`config.mk`:
```
export PLATFORM = sky130hd
export DESIGN_NAME = board_mem_sched
export DESIGN_NICKNAME = d
export VERILOG_FILES = /design/src/rtl/board_mem_sched.sv
export SDC_FILE = /design/constraint.sdc
export NUM_CORES = 1
export LEC_CHECK = 0
export CORE_MARGIN = 2
export CORE_UTILIZATION = 42
export CTS_CLUSTER_SIZE = 25
export DETAILED_ROUTE_END_ITERATION = 8
export GPL_ROUTABILITY_DRIVEN = 0
export PLACE_DENSITY = 0.86
export SYNTH_ARGS = -nofsm -noshare
export SYNTH_HDL_FRONTEND = slang
export SYNTH_SLANG_ARGS = --single-unit
```
`constraint.sdc`:
```
create_clock -name clk_130mhz -period 3.21 [get_ports clk_130mhz]
set_clock_uncertainty 0.2 [all_clocks]
set_input_delay 0.321 -clock clk_130mhz [delete_from_list [all_inputs] [get_ports clk_130mhz]]
set_output_delay 0.321 -clock clk_130mhz [all_outputs]
set_load 0.05 [all_outputs]
```
`src/rtl/board_mem_sched.sv`:
```
// Single-port board BRAM scheduler: renderer owns active video, edits then updater share the blank.
// Latency: renderer 0 cycles (combinational mux); updater read data 1 cycle after grant; edit ack 3 cycles after EDIT_RD.
// Backpressure: updater holds upd_req_in until upd_gnt_out; one edit in flight, further edit_req_in ignored while busy. Macro: BOARD_SCHED_FRAME_GATE_EN.
module board_mem_sched #(
    parameter int WORD_SIZE     = 16,
    parameter int LOG_WORD_SIZE = 4,
    parameter int LOG_MAX_ADDR  = 15,
    parameter int GEN_PERIOD    = 4
) (
    input  logic                     clk_130mhz,
    input  logic                     rst_n_in,
    input  logic                     render_done_in,
    input  logic [LOG_MAX_ADDR-1:0]  render_addr_in,
    input  logic                     upd_req_in,
    input  logic                     upd_we_in,
    input  logic [LOG_MAX_ADDR-1:0]  upd_addr_in,
    input  logic [WORD_SIZE-1:0]     upd_wdata_in,
    output logic                     upd_gnt_out,
    output logic                     upd_rvalid_out,
    input  logic                     edit_req_in,
    input  logic [LOG_MAX_ADDR-1:0]  edit_addr_in,
    input  logic [LOG_WORD_SIZE-1:0] edit_bit_in,
    output logic                     edit_busy_out,
    output logic                     edit_ack_out,
    output logic                     gen_start_out,
    output logic [LOG_MAX_ADDR-1:0]  mem_addr_out,
    output logic                     mem_we_out,
    output logic [WORD_SIZE-1:0]     mem_wdata_out,
    input  logic [WORD_SIZE-1:0]     mem_rdata_in,
    output logic [WORD_SIZE-1:0]     rdata_out
);

    typedef enum logic [2:0] {
        ST_RENDER,
        ST_BLANK,
        ST_EDIT_RD,
        ST_EDIT_MOD,
        ST_EDIT_WR
    } state_t;

    state_t                     state_q;
    logic                       busy_q;
    logic [LOG_MAX_ADDR-1:0]    edit_addr_q;
    logic [LOG_WORD_SIZE-1:0]   edit_bit_q;
    logic [WORD_SIZE-1:0]       word_q;
    logic                       done_prev_q;
    logic                       ack_q;
    logic                       gen_start_q;
    logic                       rvalid_q;

    logic                       done_rise;
    logic                       elig;
    logic                       elig_at_edge;
    logic                       edit_take;
    logic                       gnt;
    logic [LOG_WORD_SIZE-1:0]   bit_pos;
    logic [WORD_SIZE-1:0]       flip_mask;

    assign done_rise = render_done_in & ~done_prev_q;
    assign edit_take = edit_req_in & ~busy_q;

`ifdef BOARD_SCHED_FRAME_GATE_EN
    logic [7:0] frame_cnt_q;
    logic       elig_q;

    // Eligibility is decided at the blank's rising edge and held for the whole blank.
    assign elig_at_edge = (frame_cnt_q == 8'd0);
    assign elig         = elig_q;

    always_ff @(posedge clk_130mhz or negedge rst_n_in) begin
        if (!rst_n_in) begin
            frame_cnt_q <= 8'd0;
            elig_q      <= 1'b1;
        end else if (done_rise) begin
            elig_q      <= (frame_cnt_q == 8'd0);
            frame_cnt_q <= (frame_cnt_q == 8'(GEN_PERIOD - 1)) ? 8'd0 : frame_cnt_q + 8'd1;
        end
    end
`else
    assign elig_at_edge = 1'b1;
    assign elig         = 1'b1;
`endif

    // A same-cycle edit request wins over the updater.
    assign gnt = render_done_in && (state_q == ST_BLANK) && !busy_q && !edit_req_in
                 && elig && upd_req_in;

    // Cell 0 is the MSB of the word.
    assign bit_pos   = LOG_WORD_SIZE'(WORD_SIZE - 1) - edit_bit_q;
    assign flip_mask = {{(WORD_SIZE-1){1'b0}}, 1'b1} << bit_pos;

    always_ff @(posedge clk_130mhz or negedge rst_n_in) begin
        if (!rst_n_in) begin
            state_q     <= ST_RENDER;
            busy_q      <= 1'b0;
            edit_addr_q <= '0;
            edit_bit_q  <= '0;
            word_q      <= '0;
            done_prev_q <= 1'b1;
            ack_q       <= 1'b0;
            gen_start_q <= 1'b0;
            rvalid_q    <= 1'b0;
        end else begin
            done_prev_q <= render_done_in;
            rvalid_q    <= gnt & ~upd_we_in;
            gen_start_q <= done_rise & elig_at_edge;
            ack_q       <= 1'b0;
            if (edit_take) begin
                busy_q      <= 1'b1;
                edit_addr_q <= edit_addr_in;
                edit_bit_q  <= edit_bit_in;
            end
            // Leaving blank mid-edit keeps busy set so the edit restarts next blank.
            if (!render_done_in) begin
                state_q <= ST_RENDER;
            end else begin
                case (state_q)
                    ST_RENDER:   state_q <= ST_BLANK;
                    ST_BLANK:    if (busy_q || edit_req_in) state_q <= ST_EDIT_RD;
                    ST_EDIT_RD:  state_q <= ST_EDIT_MOD;
                    ST_EDIT_MOD: begin
                        word_q  <= mem_rdata_in ^ flip_mask;
                        state_q <= ST_EDIT_WR;
                    end
                    ST_EDIT_WR: begin
                        busy_q  <= 1'b0;
                        ack_q   <= 1'b1;
                        state_q <= ST_BLANK;
                    end
                    default:     state_q <= ST_RENDER;
                endcase
            end
        end
    end

    always_comb begin
        mem_addr_out  = render_addr_in;
        mem_we_out    = 1'b0;
        mem_wdata_out = upd_wdata_in;
        if (render_done_in) begin
            case (state_q)
                ST_BLANK: begin
                    mem_addr_out = upd_addr_in;
                    mem_we_out   = gnt & upd_we_in;
                end
                ST_EDIT_RD, ST_EDIT_MOD: begin
                    mem_addr_out = edit_addr_q;
                end
                ST_EDIT_WR: begin
                    mem_addr_out  = edit_addr_q;
                    mem_we_out    = 1'b1;
                    mem_wdata_out = word_q;
                end
                default: begin
                    mem_addr_out = render_addr_in;
                end
            endcase
        end
    end

    assign upd_gnt_out    = gnt;
    assign upd_rvalid_out = rvalid_q;
    assign rdata_out      = mem_rdata_in;
    assign edit_busy_out  = busy_q;
    assign edit_ack_out   = ack_q;
    assign gen_start_out  = gen_start_q;

endmodule

```
== Word-level counts from Yosys, hierarchy flattened ==
Cells that the tools add are included.

* Bits in latches: 0
* Bits in read-only memories: 0
* Register bits: 43
* Output and inout port bits: 53
* RAM bits: 0
* Word-level logic and storage cells: 49
* Memories: 0
* Input bits: 87

* $mul: 0
* Bitwise logic cells: 8
* Reductions and logical operators: 11
* Equal/unequal tests: 5
* Shift operators: 1
* Mux-type cells: 14
* $lt $le $gt $ge: 0
* Divide/modulo/power cells: 0
* Add/sub/neg operators: 1

{| class="wikitable"
|+ Operator list
! cell !! number
|-
| $mux 16 || 2
|-
| $pmux 15 s2 || 1
|-
| $shl 1x4->16 const A || 1
|-
| $xor 16x16->16 || 1
|-
| $mux 15 || 1
|-
| $pmux 3 s4 || 1
|-
| $eq 3x2->1 const B || 2
|-
| $mux 1 || 6
|-
| $mux 3 || 2
|-
| $and 1x1->1 || 4
|-
| $logic_and 1x1->1 || 4
|-
| $sub 4x4->4 const A || 1
|-
| $eq 3x1->1 const B || 1
|-
| $eq 3x3->1 const B || 1
|-
| $logic_not 3->1 || 1
|-
| $ne 3x2->1 const B || 1
|-
| $not 1->1 || 3
|-
| $reduce_or 3->1 || 1
|-
| $logic_not 1->1 || 2
|-
| $pmux 1 s2 || 1
|-
| $reduce_and 2->1 || 1
|-
| $reduce_or 2->1 || 1
|-
| $logic_or 1x1->1 || 1
|}

== Longest topological paths before layout ==
Gate-level depths: netlist of the first run.

* Word-level depth: 8
* Gate-level depth with buffers: 5
* Gate-level depth less buffers: 3

== Worst setup path after synthesis of the first run ==
OpenSTA, ideal clock, no wires.

* Path type: flip-flop to output port
* Start point: register state_q[1]
* End point: output mem_we_out
* Path slack: 0.911 ns
* Path buffers: 1
* Required time: 2.689 ns
* Stages on the path, launching flop included: 5
* Arrival: 1.778 ns
* Cells stage by stage: dfrtp_1 > buf_4 > and4bb_1 > and3_1 > a21o_1

* Cells in the longest elaborated chain, start to end: 8
* Elaborated cells on any way between the ends: 9
* Those cells by class: eq/ne (2); mux (2); bitwise (1); reduce/logical (4)

{| class="wikitable"
|+ RTL lines
! item !! line !! source
|-
| from (decl) || 41 || <nowiki>state_t state_q;</nowiki>
|-
| from (signal assigned) || 94 || <nowiki>state_q <= ST_RENDER;</nowiki>
|-
| from (signal assigned) || 115 || <nowiki>state_q <= ST_RENDER;</nowiki>
|-
| from (signal assigned) || 118 || <nowiki>ST_RENDER: state_q <= ST_BLANK;</nowiki>
|-
| $eq 3x1->1 || 85 || <nowiki>assign gnt = render_done_in && (state_q == ST_BLANK) && !busy_q && !edit_req_in</nowiki>
|-
| $logic_and 1x1->1 (3 in a row) || 85 ||
|-
| $logic_and 1x1->1 || 86 || <nowiki>&& elig && upd_req_in;</nowiki>
|-
| via upd_gnt_out || 18 || <nowiki>output logic upd_gnt_out,</nowiki>
|-
| $and 1x1->1 || 144 || <nowiki>mem_we_out = gnt & upd_we_in;</nowiki>
|-
| $pmux 1 s2 || 141 || <nowiki>case (state_q)</nowiki>
|-
| $mux 1 || 140 || <nowiki>if (render_done_in) begin</nowiki>
|-
| to (decl) || 27 || <nowiki>output logic mem_we_out,</nowiki>
|}

The timed path passes the listed nets, and every way through them passes these cells.

== Worst setup path in the final report of the first run ==
* Start point: input render_done_in
* End point: output mem_wdata_out[14]

* Cells in the longest elaborated chain, start to end: 1

{| class="wikitable"
|+ RTL lines
! item !! line !! source
|-
| from (decl) || 12 || <nowiki>input logic render_done_in,</nowiki>
|-
| $mux 16 || 140 ||
|-
| to (decl) || 28 || <nowiki>output logic [WORD_SIZE-1:0] mem_wdata_out,</nowiki>
|}

Every way passes these cells.

==> flow_metrics.env, run 1 <==
export IMPL_wl_per_cell_um=16.0
export IMPL_cp_cell_sequence="clkdlybuf4s50_1 > nor4bb_4 > buf_4 > mux2_1 > buf_4"
export IMPL_slew_headroom_pct=34.1
export IMPL_yosysSeqAreaShare_pct=42.8
export IMPL_post_dp_hpwl_um=5110
export IMPL_grt_pass1_vias=2204
export IMPL_cts_tree="yes"
export IMPL_syn_area_um2=2520
export IMPL_path_class="in2out"
export IMPL_clock_latency_ns=0.29
export IMPL_syn_area_per_cell_um2=11.1
export IMPL_arrival_ns=2.23
export IMPL_path_clk_slew_ns=0.08
export IMPL_met1_length_um=2530
export IMPL_die_x_um=81.4
export IMPL_ys_types=34
export IMPL_required_ns=2.69
export IMPL_dr_pass1_iters=4
export IMPL_swShare_pct=33.9
export IMPL_tightest_slew_ns=0.989
export IMPL_die_area_um2=6630
export IMPL_cts_root_buffer="clkbuf_8"
export IMPL_cts_buffers=5
export IMPL_power_uw=1910
export IMPL_top_layer="met4"
export IMPL_ant_nets=0
export IMPL_start_util_pct=43.0
export IMPL_startpoint_type="input port"
export IMPL_portBuffers=139
export IMPL_crit_path_frequent_cell="buf_4"
export IMPL_clock_power_share_pct=19.7
export IMPL_drive_gt1_share_pct=22.6
export IMPL_placementRows=28
export IMPL_via_per_inst=5.19
export IMPL_p_per_area_nw_per_um2=472
export IMPL_violations="hold timing"
export IMPL_hold_path_class="in2async"
export IMPL_cp_end_kind="primary output"
export IMPL_setup_tns_ns=0
export IMPL_antenna_found_initial=0
export IMPL_cp_slowest_stage_delay_ns=0.64
export IMPL_rsz0062_at_grt="no"
export IMPL_ys_seq_elements=43
export IMPL_htreeDepth=2
export IMPL_max_freq_mhz=364
export IMPL_cts_path_max_buffers=2
export IMPL_pwr_share_seq_pct=43.6
export IMPL_io_pins=140
export IMPL_rr_worst_depth=3
export IMPL_cts_sinks=43
export IMPL_diodes=0
export IMPL_final_period_utilization_pct=85.6
export IMPL_cap_viol_max_count=0
export IMPL_grt_max_degree=44
export IMPL_grt_pass1_wl_um=10200
export IMPL_routed_wl_um=6730
export IMPL_status="finished with violations"
export IMPL_drc=0
export IMPL_period_minus_slack_ns=2.75
export IMPL_setup_viol=0
export IMPL_cts_setup_buffers=0
export IMPL_slew_viol_final=0
export IMPL_whs_ns=-0.0149
export IMPL_comb_power_share_pct=36.8
export IMPL_met3_length_um=519
export IMPL_syn_inst=226
export IMPL_globalRouteOverflowTotal=0
export IMPL_cp_max_fo=16
export IMPL_die_h_um=81.4
export IMPL_p_sw_uw=649
export IMPL_nNetsFinal=431
export IMPL_syn_num_nets=313
export IMPL_grt_use_total_pct=20.8
export IMPL_ir_drop_uv=255
export IMPL_cpMaxStageDelayCell="clkdlybuf4s50_1"
export IMPL_wl_met2_um=3560
export IMPL_core_area_um2=5850
export IMPL_vias=2180
export IMPL_ctsHoldBuffers=0
export IMPL_areaGrowthSynthToFinish_pct=60.9
export IMPL_drtIter0Drc=87
export IMPL_yosys_warnings=0
export IMPL_timing_hold_violations_final=9
export IMPL_p_int_uw=1260
export IMPL_cellLeakagePower_uw=0.00167
export IMPL_cts_resized=0
[power groups by stage]
stage / sequential (µW) / clock, µW / combinational, µW
final: 833 / 376 / 704
after global placement: 835 / 0 / 690
after floorplan: 769 / 0 / 472
after global routing: 857 / 416 / 753
after CTS: 834 / 388 / 711
after detailed placement: 844 / 0 / 710
[cell type report]
cell class,count,area (µm²)
sequential,43,1080
tap,75,93.8
timing repair buffer,142,1550
clock buffer,8,100
fill,450,1800
multi-input combinational,150,1220
inverter,2,7.51
[synthesized netlist by cell type, drive strengths merged]
| library cell | instances | area (µm²) |
|---|---|---|
| xnor2 | 11 | 96.3 |
| clkbuf | 5 | 18.8 |
| nor2 | 2 | 7.51 |
| nor4b | 4 | 35.0 |
| nor4 | 2 | 12.5 |
| nand2 | 17 | 63.8 |
| or3 | 1 | 6.26 |
| nand3 | 1 | 10.0 |
| nor4bb | 7 | 85.1 |
| dfstp | 1 | 26.3 |
| a21oi | 2 | 10.0 |
| and4bb | 1 | 12.5 |
| and2 | 15 | 93.8 |
| buf | 26 | 195 |
| a21o | 1 | 7.51 |
| mux2 | 35 | 394 |
| o21ai | 17 | 85.1 |
| nor2b | 3 | 18.8 |
| nand4b | 5 | 43.8 |
| dfrtp | 42 | 1050 |
| a221o | 15 | 150 |
| nand2b | 1 | 6.26 |
| xor2 | 5 | 43.8 |
| o21a | 1 | 7.51 |
| and3 | 1 | 6.26 |
| nand4 | 1 | 6.26 |
| inv | 2 | 7.51 |
| or3b | 1 | 8.76 |
| a31o | 1 | 8.76 |
[state kept, by name (all words and copies together) (netlist names)]
signal / cells
done_prev_q: 1
edit_ack_out: 1
state_q: 3
edit_bit_q: 4
edit_busy_out: 1
upd_rvalid_out: 1
gen_start_out: 1
edit_addr_q: 15
word_q: 16
[metal layers]
layer | global-route usage (%) | up-vias
li1 | - | 1039
met1 | 22.0 | 1039
met5 | 0 | -
met3 | 7.47 | 10
met2 | 37.5 | 92
met4 | 7.97 | 0
[per-stage QoR]
step	setup slack [ns]	instances	cell area, µm²	utilization, %
final	0.462	420	4050	69.3
after global routing	0.357	420	4050	69.3
after CTS	0.430	420	4050	69.3
after detailed placement	0.431	412	3950	67.6
after global placement	0.531	412	3950	67.6
after floorplan	0.911	226	2520	-
[cells by family after synthesis]
| family | after synthesis | synth area share, % |
|---|---|---|
| flip-flops | 43 | 42.8 |
| AO/OA/AOI/OAI | 37 | 10.7 |
| XOR/XNOR | 16 | 5.56 |
| multiplexers | 35 | 15.6 |
| buffers and inverters | 33 | 8.79 |
| AND/OR/NAND/NOR | 62 | 16.5 |
[cells in the final DEF (no fill, tap or decap), types with 4 or more instances in the layout]
cell and instances:
nand2_1 17, a221o_1 15, nor4bb_1 6, xnor2_1 11, buf_12 18, and2_1 15
mux2_1 7, buf_4 18, dfrtp_1 42, xor2_1 5, nand4b_1 5, o21ai_0 17
mux2_2 28, nor4b_1 4, clkbuf_8 7, clkdlybuf4s50_1 105
[critical path: cells and delay by family]
family | cells | cell delay [ns]
buf+inv | 3 | 1.16
mux | 1 | 0.37
simple gates | 1 | 0.38
[worst paths after layout]
kind | from | endpoint | slack (ns)
min in group clk_130mhz | word_q[0] | word_q[0] | 0.28
setup / recovery | render_done_in | mem_wdata_out[14] | 0.46
hold / removal | rst_n_in | edit_addr_q[10] | -0.01
setup reg to reg | state_q[1] | upd_rvalid_out | 1.35
hold reg to reg | word_q[0] | word_q[0] | 0.28
max in group asynchronous | rst_n_in | word_q[12] | 2.21
(Power assumes the default switching activity.)
==> run 2: changes to the inputs <==
Settings changed: SKIP_LAST_GASP set to 1.
==> results of run 2 <==
Final layout, timing and power as in run 1 (identical DEF).
==> run 3: changes to the inputs <==
Settings changed: CORE_UTILIZATION 42 to 35, CTS_CLUSTER_DIAMETER set to 80, PLACE_DENSITY 0.86 to 0.77.
Clock period 3.21 ns to 2.3 ns, I/O delays scaled along.
==> run 3 against run 2 <==
  * The flow finishes with violations (setup timing)
  * Die area is 19% higher
  * Non-clock buffer count is 20 higher
  * Via count is 3.7% higher
  * Sequential share of layout area is 2.4 points lower
  * Hold slack better by 0.20 ns
  * Routed wire length is 11% higher
  * First-iteration DRC count is 40% higher
  * Register-to-register slack worse by 0.82 ns
  * Clock power is 30% higher
  * Critical path depth is 1 higher
  * Sequential power is 40% higher
  * Critical endpoint is now mem_addr_out[12]
==> flow_metrics.env, run 3 (same netlist as run 1, synthesis figures left out) <==
export IMPL_status="finished with violations"
export IMPL_violations="setup timing"
export IMPL_reg2reg_from="state_q[1]"
export IMPL_grt_max_degree=44
export IMPL_cts_tree="yes"
export IMPL_cts_root_buffer="clkbuf_8"
export IMPL_portBuffers=139
export IMPL_nNetsFinal=452
export IMPL_grt_pass1_wl_um=11400
export IMPL_rr_worst_depth=6
export IMPL_max_freq_mhz=429
export IMPL_areaGrowthSynthToFinish_pct=77.5
export IMPL_arrival_ns=1.90
export IMPL_ant_nets=0
export IMPL_top_register="word_q"
export IMPL_place_inst=438
export IMPL_startpoint_type="flip-flop"
export IMPL_power_uw=2710
export IMPL_rsz0062_at_grt="yes"
export IMPL_holdPathEnd="done_prev_q"
export IMPL_stdcell_area_um2=4470
export IMPL_path_class="reg2out"
export IMPL_post_dp_hpwl_um=5090
export IMPL_crit_path_frequent_cell="buf_12"
export IMPL_cpMaxStageDelayCell="dfrtp_2"
export IMPL_setup_tns_ns=-0.359
export IMPL_antenna_found_initial=0
export IMPL_cts_sinks=43
export IMPL_finalWorstSetupSlack_ns=-0.0294
export IMPL_reg_largest_list="word_q: 16 flops, edit_addr_q: 15 flops, edit_bit_q: 4 flops"
export IMPL_hold_path_class="in2reg"
export IMPL_period_minus_slack_ns=2.33
export IMPL_path_clk_slew_ns=0.07
export IMPL_slew_headroom_pct=63.9
export IMPL_drc=0
export IMPL_grt_use_total_pct=19.1
export IMPL_io_pins=140
export IMPL_start_util_pct=36.7
export IMPL_vias=2260
export IMPL_cp_cell_sequence="buf_4 > and4bb_1 > buf_12 > and2_1 > a221o_1 > buf_12"
export IMPL_largest_reg_flops=16
export IMPL_placementRows=30
export IMPL_drtIter0Drc=122
export IMPL_drive_gt1_share_pct=34.2
export IMPL_grt_pass1_vias=2375
export IMPL_ir_drop_uv=314
export IMPL_slew_viol_final=0
export IMPL_dpl_cell_area_um2=4050
export IMPL_setup_viol=30
export IMPL_die_area_um2=7890
export IMPL_rrSetupSlack_ns=0.53
export IMPL_die_x_um=88.8
export IMPL_cts_buffers=5
export IMPL_final_cell_mix="88 x clkdlybuf4s50_1, 39 x dfrtp_1, 32 x buf_4, 24 x buf_12, 19 x mux2_2"
export IMPL_dr_pass1_iters=4
export IMPL_cpLargestDelayFamily="flip-flops"
export IMPL_final_period_utilization_pct=101
export IMPL_wl_per_cell_um=16.2
export IMPL_instances_no_fill=462
export IMPL_hold_depth=2
export IMPL_globalRouteOverflowTotal=0
export IMPL_cp_max_fo=16
export IMPL_cp_buffers_inverters=3
export IMPL_cellLeakagePower_uw=0.00191
export IMPL_diodes=0
export IMPL_rr_endpoint="upd_rvalid_out"
export IMPL_p_per_area_nw_per_um2=607
export IMPL_routed_wl_um=7470
export IMPL_fill_cells=532
export IMPL_layout_commonest_cell="clkdlybuf4s50_1"
export IMPL_tightest_slew_ns=0.542
export IMPL_core_area_um2=6870
export IMPL_clock_latency_ns=0.29
export IMPL_htreeDepth=2
export IMPL_die_h_um=88.8
export IMPL_cp_end_kind="primary output"
export IMPL_cp_slowest_stage_delay_ns=0.46
export IMPL_worstHoldStart="render_done_in"
export IMPL_cts_path_max_buffers=2
export IMPL_required_ns=1.87
export IMPL_timing_hold_violations_final=0
export IMPL_via_per_inst=4.89
export IMPL_cap_viol_max_count=0
## run 3: cell count changes in the layout (fill, tap and decap cells not counted), sizes merged
cell and delta:
clkinv +1, clkdlybuf4s50 -17, a31o +1, dlygate4sd3 +1, buf +35, clkbuf -1, dlygate4sd2 +1
## run 3: worst max-delay path by stage
stage	from	endpoint	slack [ns]	cells after the start
final	state_q[0]	mem_addr_out[12]	-0.03	6
after global routing	state_q[0]	mem_addr_out[10]	-0.09	4
after CTS	state_q[1]	mem_wdata_out[3]	-0.04	5
after detailed placement	render_done_in	mem_addr_out[7]	-0.03	5
after global placement	render_done_in	mem_addr_out[12]	0.04	5
after floorplan	state_q[1]	mem_we_out	0.09	4
## run 3: routing by layer
layer	share of wire (%)	vias up	track usage, %
met5	0	-	0
met4	0.32	0	3.58
met3	7.6	2	4.94
met2	53	98	36.3
met1	39	1078	21.5
li1	-	1082	-
## run 3: timing repair
| action | 4_1_cts | 5_1_grt |
|---|---|---|
| hold endpoints to repair | 42 | 0 |
| setup endpoints to repair | 31 | 32 |
| hold buffers | 1 | 0 |
| buffers inserted | 11 | 1 |
| pin swaps | 16 | 3 |
| resized for setup | 32 | 13 |
| cloned | 4 | 0 |
## run 3: power by group
group / total (µW) / switching, µW / internal (µW)
sequential: 1170 / 210 / 963
clock: 488 / 245 / 242
combinational: 1050 / 472 / 580
total: 2710 / 928 / 1790
## run 3: metrics by stage
step                hold slack [ns]  worst slack (ns)  util (%)
floorplan                    -0.266            0.0922         -
global placement              0.136            0.0383      59.0
detailed placement            0.137           -0.0293      59.0
CTS                           0.169           -0.0445      64.4
global route                  0.190           -0.0852      65.1
finish                        0.185           -0.0294      65.1
## run 3: area by class of cell
cell class                      instances  area, µm²  share of cell area, %
Multi-Input combinational cell        151       1320                   29.6
Tap cell                               96        120                   2.69
Clock inverter                          1       5.00                  0.112
Sequential cell                        43       1080                   24.2
Timing Repair Buffer                  162       1850                   41.4
Clock buffer                            7       86.3                   1.93
Inverter                                2       7.51                  0.168
